==> src/rtl/mac_pkg.sv <==
// Shared types and defaults for the vector multiply-accumulate block.
// Holds the accumulator FSM state encoding and the result-count width.
package mac_pkg;

   localparam int unsigned BwDef     = 4;
   localparam int unsigned PsumBwDef = 16;
   localparam int unsigned ColDef    = 4;
   localparam int unsigned CntW      = 8;

   typedef enum logic [1:0] {
      S_IDLE,
      S_ACC,
      S_HOLD
   } state_e;

endpackage

==> src/rtl/mac_lane.sv <==
// One lane of the product stage.
// Multiplies an unsigned activation by a signed weight and registers the result.
module mac_lane
   import mac_pkg::*;
#(
   parameter int unsigned bw = BwDef
) (
   input  logic          clk,
   input  logic          reset,
   input  logic          en_i,
   input  logic [bw-1:0] a_i,
   input  logic [bw-1:0] b_i,
   output logic [2*bw:0] prod_o
);

   logic [2*bw:0] a_ext;
   logic [2*bw:0] b_ext;
   logic [2*bw:0] prod_d;
   logic [2*bw:0] prod_q;

   // Activation is zero-extended, weight sign-extended, to the full product width.
   assign a_ext  = {{(bw + 1){1'b0}}, a_i};
   assign b_ext  = {{(bw + 1){b_i[bw-1]}}, b_i};
   assign prod_d = $signed(a_ext) * $signed(b_ext);

   always_ff @(posedge clk or negedge reset) begin
      if (!reset) begin
         prod_q <= '0;
      end else if (en_i) begin
         prod_q <= prod_d;
      end
   end

   assign prod_o = prod_q;

endmodule

==> src/rtl/mac_vec_acc.sv <==
// Vector multiply-accumulate: col lanes per beat, summed and accumulated over a vector,
// with a two-stage pipeline, valid/ready handshakes and optional saturation.
module mac_vec_acc
   import mac_pkg::*;
#(
   parameter int unsigned bw      = BwDef,
   parameter int unsigned psum_bw = PsumBwDef,
   parameter int unsigned col     = ColDef,
   parameter bit          sat_en  = 1'b0
) (
   input  logic               clk,
   input  logic               reset,
   input  logic               in_valid,
   output logic               in_ready,
   input  logic               in_last,
   input  logic [col*bw-1:0]  a,
   input  logic [col*bw-1:0]  b,
   input  logic               acc_clr,
   output logic               out_valid,
   input  logic               out_ready,
   output logic [psum_bw-1:0] out,
   output logic               out_ovf,
   output logic [CntW-1:0]    out_cnt
);

   localparam int unsigned ProdW = 2 * bw + 1;
   localparam int unsigned SumW  = ProdW + $clog2(col);
   localparam logic [psum_bw-1:0] PosMax = {1'b0, {(psum_bw - 1){1'b1}}};
   localparam logic [psum_bw-1:0] NegMin = {1'b1, {(psum_bw - 1){1'b0}}};

   logic [ProdW-1:0] prod [col];

   logic stall, accept, fire, vec_open;
   logic s1_valid_d, s1_valid_q, s1_last_d, s1_last_q;
   logic open_d, open_q;
   state_e state_d, state_q;

   logic [psum_bw-1:0] acc_d, acc_q;
   logic [CntW-1:0]    cnt_d, cnt_q;
   logic               ovf_d, ovf_q;
   logic               out_valid_d, out_valid_q;
   logic [psum_bw-1:0] out_d, out_q;
   logic               out_ovf_d, out_ovf_q;
   logic [CntW-1:0]    out_cnt_d, out_cnt_q;

   logic signed [SumW-1:0]    lane_sum;
   logic signed [psum_bw-1:0] sum_ext;
   logic [psum_bw-1:0]        base;
   logic [psum_bw:0]          acc_wide;
   logic                      step_ovf;
   logic [psum_bw-1:0]        acc_new;
   logic                      ovf_new;
   logic [CntW-1:0]           cnt_new;

   assign stall    = out_valid_q & ~out_ready;
   assign in_ready = reset & ~stall & ~acc_clr;
   assign accept   = in_valid & in_ready;
   assign fire     = s1_valid_q & ~stall & ~acc_clr;

   for (genvar k = 0; k < col; k++) begin : g_lane
      mac_lane #(
         .bw(bw)
      ) u_lane (
         .clk   (clk),
         .reset (reset),
         .en_i  (accept),
         .a_i   (a[k*bw +: bw]),
         .b_i   (b[k*bw +: bw]),
         .prod_o(prod[k])
      );
   end

   always_comb begin
      lane_sum = '0;
      for (int unsigned k = 0; k < col; k++) begin
         lane_sum = lane_sum + SumW'($signed(prod[k]));
      end
   end

   // A beat that opens a vector adds to zero, never to whatever acc_q still holds.
   assign sum_ext  = psum_bw'(lane_sum);
   assign base     = vec_open ? acc_q : '0;
   assign acc_wide = {base[psum_bw-1], base} + {sum_ext[psum_bw-1], sum_ext};
   assign step_ovf = acc_wide[psum_bw] ^ acc_wide[psum_bw-1];
   assign ovf_new  = (vec_open & ovf_q) | step_ovf;
   assign cnt_new  = !vec_open ? CntW'(1) : ((cnt_q == '1) ? cnt_q : cnt_q + CntW'(1));

   always_comb begin
      acc_new = acc_wide[psum_bw-1:0];
      if (sat_en && step_ovf) begin
         acc_new = acc_wide[psum_bw] ? NegMin : PosMax;
      end
   end

   always_comb begin
      acc_d       = acc_q;
      cnt_d       = cnt_q;
      ovf_d       = ovf_q;
      out_d       = out_q;
      out_ovf_d   = out_ovf_q;
      out_cnt_d   = out_cnt_q;
      out_valid_d = out_valid_q & ~out_ready;
      s1_last_d   = accept ? in_last : s1_last_q;
      s1_valid_d  = acc_clr ? 1'b0 : (stall ? s1_valid_q : accept);
      if (acc_clr) begin
         acc_d = '0;
         cnt_d = '0;
         ovf_d = 1'b0;
      end else if (fire) begin
         if (s1_last_q) begin
            out_valid_d = 1'b1;
            out_d       = acc_new;
            out_ovf_d   = ovf_new;
            out_cnt_d   = cnt_new;
            acc_d       = '0;
            cnt_d       = '0;
            ovf_d       = 1'b0;
         end else begin
            acc_d = acc_new;
            cnt_d = cnt_new;
            ovf_d = ovf_new;
         end
      end
   end

   // open_q remembers whether a vector was open while parked in S_HOLD.
   assign vec_open = (state_q == S_ACC) || ((state_q == S_HOLD) && open_q);

   always_comb begin
      open_d = vec_open;
      if (acc_clr) begin
         open_d = 1'b0;
      end else if (fire) begin
         open_d = ~s1_last_q;
      end
      if (acc_clr) begin
         state_d = S_IDLE;
      end else if (stall) begin
         state_d = S_HOLD;
      end else if (open_d) begin
         state_d = S_ACC;
      end else begin
         state_d = S_IDLE;
      end
   end

   always_ff @(posedge clk or negedge reset) begin
      if (!reset) begin
         state_q     <= S_IDLE;
         open_q      <= 1'b0;
         s1_valid_q  <= 1'b0;
         s1_last_q   <= 1'b0;
         acc_q       <= '0;
         cnt_q       <= '0;
         ovf_q       <= 1'b0;
         out_valid_q <= 1'b0;
         out_q       <= '0;
         out_ovf_q   <= 1'b0;
         out_cnt_q   <= '0;
      end else begin
         state_q     <= state_d;
         open_q      <= open_d;
         s1_valid_q  <= s1_valid_d;
         s1_last_q   <= s1_last_d;
         acc_q       <= acc_d;
         cnt_q       <= cnt_d;
         ovf_q       <= ovf_d;
         out_valid_q <= out_valid_d;
         out_q       <= out_d;
         out_ovf_q   <= out_ovf_d;
         out_cnt_q   <= out_cnt_d;
      end
   end

   assign out_valid = out_valid_q;
   assign out       = out_q;
   assign out_ovf   = out_ovf_q;
   assign out_cnt   = out_cnt_q;

endmodule

==> config.mk <==
export PLATFORM = sky130hd
export DESIGN_NAME = mac_vec_acc
export DESIGN_NICKNAME = d
export VERILOG_FILES = /design/src/rtl/mac_pkg.sv /design/src/rtl/mac_lane.sv /design/src/rtl/mac_vec_acc.sv
export SDC_FILE = /design/constraint.sdc
export NUM_CORES = 1
export LEC_CHECK = 0
export BUFFER_PORTS_ARGS = -buffer_cell sky130_fd_sc_hd__buf_2
export CAP_MARGIN = 20
export CORE_MARGIN = 10
export CORE_UTILIZATION = 55
export CTS_CLUSTER_DIAMETER = 30
export DETAILED_ROUTE_END_ITERATION = 12
export GPL_TIMING_DRIVEN = 0
export PLACE_DENSITY = 0.84
export SETUP_SLACK_MARGIN = 0.5
export SLEW_MARGIN = 20
export SYNTH_ARGS = -nofsm -noshare
export SYNTH_HDL_FRONTEND = slang
export SYNTH_SLANG_ARGS = --single-unit
==> constraint.sdc <==
create_clock -name clk -period 6.14 [get_ports clk]
set_input_delay 0.921 -clock clk [delete_from_list [all_inputs] [get_ports clk]]
set_output_delay 0.921 -clock clk [all_outputs]
set_load 0.005 [all_outputs]
# [Yosys cells after proc, flatten, opt, wreduce, memory -nomap -nowiden]
# Cells that the tools add are included.
[op_classes] multipliers=4 eq_ne=4 add_sub_neg=5 bitwise=13 n_mux=22 n_reduce_logical=4
[op_table] cell="two-way mux 16 bit" n=4
[op_table] cell="two-way mux 8 bit" n=5
[op_table] cell="multiplier 5 x 4 -> 9 bit" n=4
[op_table] cell="adder 16 x 11 -> 17 bit" n=1
[op_table] cell="adder 10 x 9 -> 11 bit" n=1
[op_table] cell="adder 11 x 9 -> 11 bit" n=1
[op_table] cell="two-way mux 1 bit" n=11
[op_table] cell="adder 9 x 9 -> 10 bit" n=1
[op_table] cell="adder 8 x 1 -> 8 bit (second input constant)" n=1
[op_table] cell="== test 8 bit (second input constant)" n=1
[op_table] cell="AND 1 bit" n=7
[op_table] cell="two-way mux 2 bit" n=2
[op_table] cell="NOT 1 bit" n=4
[op_table] cell="AND reduction 3 bit" n=1
[op_table] cell="== test 2 x 1 -> 1 bit (second input constant)" n=1
[op_table] cell="== test 2 bit (second input constant)" n=1
[op_table] cell="inequality test 2 bit (second input constant)" n=1
[op_table] cell="nonzero test 2 bit" n=1
[op_table] cell="logical AND 1 bit" n=1
[op_table] cell="logical OR 1 bit" n=1
[op_table] cell="bitwise OR 1 bit" n=1
[op_table] cell="bitwise XOR 1 bit" n=1
[word_totals] reg_bits=92 out_inout_bits=27 elab_cells=67 inputBits=38

# [Logic depth before layout (Yosys ltp)]
# Gate-level depths: netlist of run 1.
[logic_depth] depth_word=10 ltp_mapped=20 ltp_nobuf=17

# [Hierarchy]
# Synthesis of run 1 repeated with hierarchy kept, for this count alone.
[unflattened] hier_cells=800 area_unflattened_um2=7756.2
[modules_own_cells] mod="mac_vec_acc" n_inst=1 seq_area_each_um2=1401.3 cells_per_inst=428 area_each_um2=4055.1
[modules_own_cells] mod="mac_lane at g_lane[2].u_lane ..." n_inst=2 seq_area_each_um2=225.2 cells_per_inst=93 area_each_um2=925.9
[modules_own_cells] mod="mac_lane at g_lane[0].u_lane ..." n_inst=2 seq_area_each_um2=225.2 cells_per_inst=93 area_each_um2=924.6

# [Least setup slack after synthesis of run 1]
# Ideal clock, no wire load.
[synth_timing] path_type="register to register" start="register state_q[0]" end="register out_ovf_q, in the netlist out_ovf" path_slack_ps=1530 t_arrival_ps=4481 stages_incl_launch_ff=19 t_required_ps=6012 n_path_buf=2 synth_period_minus_slack_ps=4610 setup_time_ps=128 path_cell_list="dfrtp_1 > mux2i_1 > clkbuf_1 > buf_1 > nand2_1 > fa_1 > inv_1 > fa_1 > inv_1 > fa_1 > inv_1 > ha_1 > a211oi_2 > nor2_1 > or3_1 > o21ba_2 > xor2_2 > xnor2_1 > a21oi_1"
[synth_between] elab_chain_cells=7 word_cells_on_any_way=9 classes_between="1 x add/sub; 2 x eq/ne; 1 x mux; 3 x bitwise; 2 x reduce/logical"
[synth_rtl] element="start: declaration" line="mac_vec_acc.sv:36" text="state_e state_d, state_q;"
[synth_rtl] element="start signal: assignment" line="mac_vec_acc.sv:161" text="state_q <= state_d;"
[synth_rtl] element="== test 2 bit" line="mac_vec_acc.sv:127" text="assign vec_open = (state_q == S_ACC) || ((state_q == S_HOLD) && open_q);"
[synth_rtl] element="logical AND 1 bit" line="mac_vec_acc.sv:127"
[synth_rtl] element="logical OR 1 bit (*)" line="mac_vec_acc.sv:127"
[synth_rtl] element="two-way mux 16 bit" line="mac_vec_acc.sv:82" text="assign base = vec_open ? acc_q : '0;"
[synth_rtl] element="adder 16 x 11 -> 17 bit" line="mac_vec_acc.sv:83" text="assign acc_wide = {base[psum_bw-1], base} + {sum_ext[psum_bw-1], sum_ext};"
[synth_rtl] element="bitwise XOR 1 bit" line="mac_vec_acc.sv:84" text="assign step_ovf = acc_wide[psum_bw] ^ acc_wide[psum_bw-1];"
[synth_rtl] element="bitwise OR 1 bit (*)" line="mac_vec_acc.sv:85" text="assign ovf_new = (vec_open & ovf_q) | step_ovf;"
[synth_rtl] element="end signal: assignment" line="mac_vec_acc.sv:170" text="out_ovf_q <= out_ovf_d;"
[synth_rtl] element="end: declaration" line="mac_vec_acc.sv:43" text="logic out_ovf_d, out_ovf_q;"
# Every way passes the cells marked *; elsewhere a longest branch is shown, timed or not.
# A chain may end at the register's enable or synchronous reset.

# [Worst setup path after layout of run 1]
# Same ends and word-level chain as after synthesis.

==> results.txt, run 1 <==
status: complete, no violations
Hold Crit Class: reg -> reg
CP delay by family, top: adder cells
worst path cell trace: mux2i_1, clkbuf_2, buf_1, nand2_1, fa_1, inv_1, fa_1, inv_1, fa_1, inv_1, ha_1, a211oi_2, nor2_1, or3_1, o21ba_2, xor2_2, xnor2_1, a21oi_1
Core ar.: 13900 um^2
Period Utilization, post-route: 0.850
largest net degree at the start of global routing: 48
Place WS: 0.745 ns
Vias/cell: 5.26
Placement Cell Area: 8360 um^2
remaining routing DRC violations: 0
gpl congestion: 0.899
number of sinks on the clock net: 92
Final Instance Area: 8630 um^2
top_reg_cell synth: dfrtp_1
P_leak: 4.68 nW
initial antenna violation count: 0
setup slack after layout: 0.923 ns
1st-iter DRT viols: 379
H-tree Lvls: 3
commonest non-fill, non-tap cell in the layout: inv_1
Crit-path slowest cell: fa_1
Required @ worst endpoint: 6.36 ns
Worst EP arrival: 5.44 ns
routed vias: 5697
P&R area growth vs syn: 10.9%
WP buf/inv: 5
CP Capture Type: register
wirelength, routed: 16.1 mm
syn nets: 1013
Seq/Total Area, Yosys: 0.296
mux share of post-synthesis cell area: 0.0272
Max Cap Viol: 0
Pre-antenna DRT Iters: 4
slowest stage delay, CP: 0.50 ns
Antenna Violating Nets Remaining: 0
first-pass GRT wire length: 28.6 mm
top post-synthesis cells by area: dfrtp_1, fa_1, ha_1, inv_1, nand2_1
crit path max fanout: 10
Core Rows: 43
syn avg cell area: 9.46 um^2
CTS Buffer Depth: 2
number of fill cells in the layout: 1130
Compound-Gate Fraction of Synth Area: 0.110
Setup crit start kind: register
simple-gate share of the synthesized area: 0.126
DIE HEIGHT: 139 um
routed len/inst: 14.9 um
Yosys warnings: 0
Slew @ Worst Pin: 0.610 ns
most frequent cells in the layout: inv_1, nand2_1, dfrtp_1
Fin. Hold Viols: 0
Setup TNS Final: 0 ns
Adder-Cell Fraction of Synth Area: 0.311
Die Wd: 139 um
CTS tree: yes
number of synthesized flops with an enable pin: 0
xor and xnor area share after synthesis: 0.0437
n_diodes: 0
fin. max-slew vios: 0
vias in the first global route: 6097
starting density of the core: 0.560
I/O Buffers: 64
Slew Limit Headroom: 0.593
Clock transition at path regs: 0.06 ns
Cell Pwr Density: 478 nW/um^2
critical path type: reg -> reg
global-route total usage across every layer: 0.175
Yosys reg bits: 92
post-synth top area share: 0.296
Setup Skew: 0.00680 ns
HPWL after DPL: 13.2 mm
Max Fclk: 192 MHz
total CTS buffers: 9
Synth Instances: 822
VDD IR max: 0.000321 V
die area: 19300 um^2
ys async rst share: 1.00
Unique masters post-synth: 48
share of cells above drive strength 1: 0.123
grt total ovfl: 0
Mapped Area: 7780 um^2
io pins: 65
# hold bufs at CTS: 0
min cycle time layout: 5.22 ns
nets@finish: 1089
Clk Tree Root Cell: clkbuf_16
largest family of logic cells by synthesized area: adder cells
RSZ-0062 raised after global routing: no
Clock Latency Late Sink: 0.35 ns
setup violators final: 0
Synth area leader: dfrtp_1
-- logic make-up (layout without fill, tap and decap cells) --
group | after synthesis | in the layout
adders and majority gates | 153 | 153
and+or+nand+nor | 214 | 214
DFF | 92 | 92
muxes | 19 | 19
xor gates and xnor gates | 38 | 38
buffers and inverters | 177 | 258
AOI/OAI and AO/OA | 129 | 129
-- tightest hold or removal path, stage by stage (launching register included) --
cell	delay (ns)
dfrtp_1	0.34
nand2_1	0.05
nand2_1	0.05
-- through the flow --
step	util	power (mW)	hold WS, ns	cells
2_1_floorplan	-	2.94	0.450	822
3_3_place_gp	0.600	3.49	0.449	1066
3_5_place_dp	0.602	3.59	0.457	1067
4_1_cts	0.622	4.13	0.471	1083
5_1_grt	0.622	4.54	0.488	1083
6_report	0.622	4.12	0.467	1083
-- metal layers --
metal / routed length [um] / part of all wire / global-route usage
met1: 7240 / 0.45 / 0.226
met2: 7820 / 0.49 / 0.294
met3: 789 / 0.049 / 0.0308
met4: 232 / 0.014 / 0.0489
met5: 0 / 0 / 0
-- final timing paths --
path | from | to | slack (ns) | depth (start not counted)
worst min-delay path | out[4]$_DFFE_PN0P_ | out[4]$_DFFE_PN0P_ | 0.47 | 2
max in group asynchronous | reset | out[8]$_DFFE_PN0P_ | 4.93 | 2
worst max-delay path | state_q[0]$_DFF_PN0_ | out_ovf$_DFFE_PN0P_ | 0.92 | 18
worst min register to register | out[4]$_DFFE_PN0P_ | out[4]$_DFFE_PN0P_ | 0.47 | 2
min in group asynchronous | reset | state_q[0]$_DFF_PN0_ | 0.58 | 1
worst max register to register | state_q[0]$_DFF_PN0_ | out_ovf$_DFFE_PN0P_ | 0.92 | 18
-- power breakdown --
group / total [mW] / leakage, nW / switching, mW / internal, mW
Sequential: 0.856 / 1.20 / 0.100 / 0.756
Combinational: 2.75 / 3.35 / 1.61 / 1.14
Clock: 0.521 / 0.129 / 0.237 / 0.285
-- cell type report --
type                       instances  area [um^2]  area share
sequential                        92         2300       0.267
clock inverter                     4         25.0     0.00290
clock buffer                      12          246      0.0286
timing repair buffer              65          350      0.0406
inverter                         159          597      0.0692
multi-input combinational        553         4800       0.557
buffer                            18         78.8     0.00914
tap                              180          225      0.0261
-- cell usage after synthesis (3+ instances only) --
cell      count
o21bai_1      4
xor2_1       17
o21a_1        3
nand3_1       9
and3_1        3
and2_1       29
nor2_1       21
nor3_1        5
dfrtp_1      92
ha_1         86
a21o_1       13
a22o_1       18
mux2_2       17
fa_1         67
o21ai_0      44
or3_1         3
o21ai_1       3
a21oi_1      26
clkbuf_1     14
nand2b_1     10
inv_1       159
xnor2_1      20
nand2_1     125
-- registers in the layout (all words and copies together) (netlist names) --
register,count
out_cnt,8
ovf_q,1
out_valid,1
g_lane.u_lane.prod_o,36
out_ovf,1
open_q,1
s1_valid_q,1
s1_last_q,1
out,16
cnt_q,8
state_q,2
acc_q,16
-- repair_timing --
| action | CTS | global route |
|---|---|---|
| resized for setup | 0 | 2 |
| endpoints found under the setup margin | 0 | 2 |
| buffers inserted | 0 | 0 |
No activity file was read; power rests on OpenSTA's default activity.
==> run 2, diff against run 1 <==
--- a/config.mk
+++ b/config.mk
@@ -12,7 +12,7 @@
 export CTS_CLUSTER_DIAMETER = 30
 export DETAILED_ROUTE_END_ITERATION = 12
 export GPL_TIMING_DRIVEN = 0
-export PLACE_DENSITY = 0.84
+export PLACE_DENSITY = 0.87
 export SETUP_SLACK_MARGIN = 0.5
 export SLEW_MARGIN = 20
 export SYNTH_ARGS = -nofsm -noshare
==> constraint.sdc (replaced) <==
create_clock -name clk -period 4.3 [get_ports clk]
set_input_delay 0.645 -clock clk [delete_from_list [all_inputs] [get_ports clk]]
set_output_delay 0.645 -clock clk [all_outputs]
set_load 0.005 [all_outputs]
==> results.txt, run 2 (synthesis results as in run 1) <==
total CTS buffers: 9 (unchanged)
critical path type: reg -> reg (unchanged)
Hold Crit Class: in -> async (was reg -> reg)
Core Rows: 43 (unchanged)
clock share of power: 0.106 (was 0.126)
routed vias: 6247 (was 5697)
Clk Tree Root Cell: clkbuf_16 (unchanged)
CP endpoint: out_ovf$_DFFE_PN0P_ (unchanged)
Fin. Hold Viols: 0 (unchanged)
violated checks: setup timing
placed cells: 1067 (unchanged)
Seq. cell area: 2300 um^2 (unchanged)
CP Capture Type: register (unchanged)
Clock Latency Late Sink: 0.35 ns (about the same)
combinational power share: 0.752 (was 0.666)
RR Startpoint: state_q[1]$_DFF_PN0_ (was state_q[0]$_DFF_PN0_)
WP buf/inv: 4 (was 5)
global-route total usage across every layer: 0.198 (was 0.175)
Placement Cell Area: 8430 um^2 (was 8360 um^2)
setup violators final: 16 (was 0)
CTS tree: yes (unchanged)
Max Fclk: 214 MHz (was 192 MHz)
Net Sw Frac: 0.465 (was 0.471)
P&R area growth vs syn: 21.1% (was 10.9%)
final non-filler cell total: 1105 (was 1083)
routed len/inst: 18.5 um (was 14.9 um)
worst path cell trace: nand2_2, mux2i_4, buf_8, buf_8, nand2_2, fa_1, fa_1, inv_2, fa_1, ha_2, inv_2, fa_2, nor2b_4, o211ai_4, a211oi_4, o21ba_4, xor2_4, xnor2_2, a21oi_1 (was mux2i_1, clkbuf_2, buf_1, nand2_1, fa_1, inv_1, fa_1, inv_1, fa_1, inv_1, ha_1, a211oi_2, nor2_1, or3_1, o21ba_2, xor2_2, xnor2_1, a21oi_1)
1st-iter DRT viols: 618 (was 379)
Tot Pwr: 8.80 mW (was 4.12 mW)
crit path max fanout: 7 (was 10)
number of sinks on the clock net: 92 (unchanged)
Period Utilization, post-route: 1.09 (was 0.850)
status: complete, but fails checks (was complete, no violations)
I/O Buffers: 64 (unchanged)
Cell Pwr Density: 934 nW/um^2 (was 478 nW/um^2)
Worst EP arrival: 4.90 ns (was 5.44 ns)
setup slack after layout: -0.379 ns (was 0.923 ns)
Core ar.: 13900 um^2 (unchanged)
most frequent cells in the layout: inv_1, nand2_1, dfrtp_1 (unchanged)
VDD IR max: 0.000777 V (was 0.000321 V)
# hold bufs at CTS: 0 (unchanged)
gpl congestion: 0.879 (was 0.899)
Multi-input gate area: 5290 um^2 (was 4800 um^2)
DIE HEIGHT: 139 um (unchanged)
Reg2Reg Depth: 19 (was 18)
HPWL after DPL: 13.7 mm (was 13.2 mm)
Final Instance Area: 9420 um^2 (was 8630 um^2)
Max Cap Viol: 0 (unchanged)
starting density of the core: 0.560 (unchanged)
Finished Core Util: 0.678 (was 0.622)
Antenna Violating Nets Remaining: 0 (unchanged)
Setup crit start kind: register (unchanged)
fin. max-slew vios: 0 (unchanged)
Slew Limit Headroom: 0.547 (was 0.593)
Pre-antenna DRT Iters: 7 (was 4)
Worst path depth: 19 (was 18)
min cycle time layout: 4.68 ns (was 5.22 ns)
n_diodes: 0 (unchanged)
slowest stage delay, CP: 0.52 ns (was 0.50 ns)
Worst R2R Setup Slack: -0.38 ns (was 0.92 ns)
CP delay by family, top: adder cells (unchanged)
commonest non-fill, non-tap cell in the layout: inv_1 (unchanged)
H-tree Lvls: 3 (unchanged)
grt total ovfl: 0 (unchanged)
critical path's most frequent cell: fa_1
Die Wd: 139 um (unchanged)
P_leak: 4.94 nW (was 4.68 nW)
Clock transition at path regs: 0.07 ns (was 0.06 ns)
first-pass GRT wire length: 32.1 mm (was 28.6 mm)
CTS Buffer Depth: 2 (unchanged)
number of fill cells in the layout: 959 (was 1130)
share of cells above drive strength 1: 0.214 (was 0.123)
initial antenna violation count: 0 (unchanged)
Crit-path slowest cell: fa_1 (unchanged)
Setup TNS Final: -3.28 ns (was 0 ns)
Flop pwr share: 0.142 (was 0.207)
internal power component: 4.70 mW (was 2.18 mW)
remaining routing DRC violations: 0 (unchanged)
largest net degree at the start of global routing: 59 (was 48)
Setup Skew: 0.00948 ns (was 0.00680 ns)
switching pwr: 4.09 mW (was 1.94 mW)
Required @ worst endpoint: 4.52 ns (was 6.36 ns)
vias in the first global route: 6668 (was 6097)
Vias/cell: 5.65 (was 5.26)
Slew @ Worst Pin: 0.679 ns (was 0.610 ns)
die area: 19300 um^2 (unchanged)
nets@finish: 1111 (was 1089)
worst reg2reg path endpoint: out_ovf$_DFFE_PN0P_ (unchanged)
Crit. Startpoint: state_q[1]$_DFF_PN0_ (was state_q[0]$_DFF_PN0_)
Largest register FFs: 36 (unchanged)
RSZ-0062 raised after global routing: yes (was no)
wirelength, routed: 20.4 mm (was 16.1 mm)
io pins: 65 (unchanged)
-- run 2: cell count changes in the layout (fill, tap and decap cells not counted), moves of 4 or more --
cell,delta
a21oi_1,-8
a21oi_4,+6
buf_4,+18
fa_1,-4
fa_2,+4
ha_1,-13
ha_4,+11
inv_1,-6
inv_2,+6
nand2_1,-7
nand2_2,+5
xnor2_1,-7
xnor2_2,+5
-- run 2: repair_timing --
action	in CTS	in global routing
gates resized for setup	48	38
gates cloned	1	0
pin swaps	36	19
buffers inserted	17	4
setup endpoints to repair	28	31
-- run 2: through the flow --
stage               hold slack, ns  worst slack, ns
detailed placement           0.450           -0.491
global route                 0.290           -0.522
finish                       0.245           -0.379
global placement             0.447           -0.345
floorplan                    0.349           0.0566
CTS                          0.268           -0.182
-- run 2: area by class of cell --
cell class	instances	share of cell area
clock buffers	9	0.0239
clock inverters	7	0.0129
repair buffers	87	0.0581
flip-flops and latches	92	0.244
inverters	159	0.0634
multi-input cells	553	0.562
well taps	180	0.0239
plain buffers	18	0.0117
-- run 2: power by group through the flow --
stage,combinational (mW),clock (mW),sequential (mW)
2_1_floorplan,3.12,0,1.21
3_3_place_gp,3.86,0,1.23
3_5_place_dp,4.05,0,1.24
4_1_cts,5.16,0.925,1.23
5_1_grt,7.04,0.964,1.27
6_report,6.61,0.936,1.25
-- run 2: per-layer routing --
metal / part of all wire / vias to the layer above / wire (um) / GRT usage
met5: 0 / - / 0 / 0
met4: 0.043 / 0 / 884 / 0.0950
met3: 0.052 / 78 / 1060 / 0.0308
met2: 0.53 / 268 / 10700 / 0.353
met1: 0.38 / 3092 / 7730 / 0.227
li1: - / 2809 / - / -
-- run 2: worst min-delay path by stage --
stage | startpoint | endpoint
finish | reset | out[14]$_DFFE_PN0P_
global route | reset | out[12]$_DFFE_PN0P_
CTS | reset | out_cnt[2]$_DFFE_PN0P_
detailed placement | out_cnt[2]$_DFFE_PN0P_ | out_cnt[2]$_DFFE_PN0P_
global placement | out_cnt[2]$_DFFE_PN0P_ | out_cnt[2]$_DFFE_PN0P_
floorplan | reset | acc_q[0]$_DFFE_PN0P_
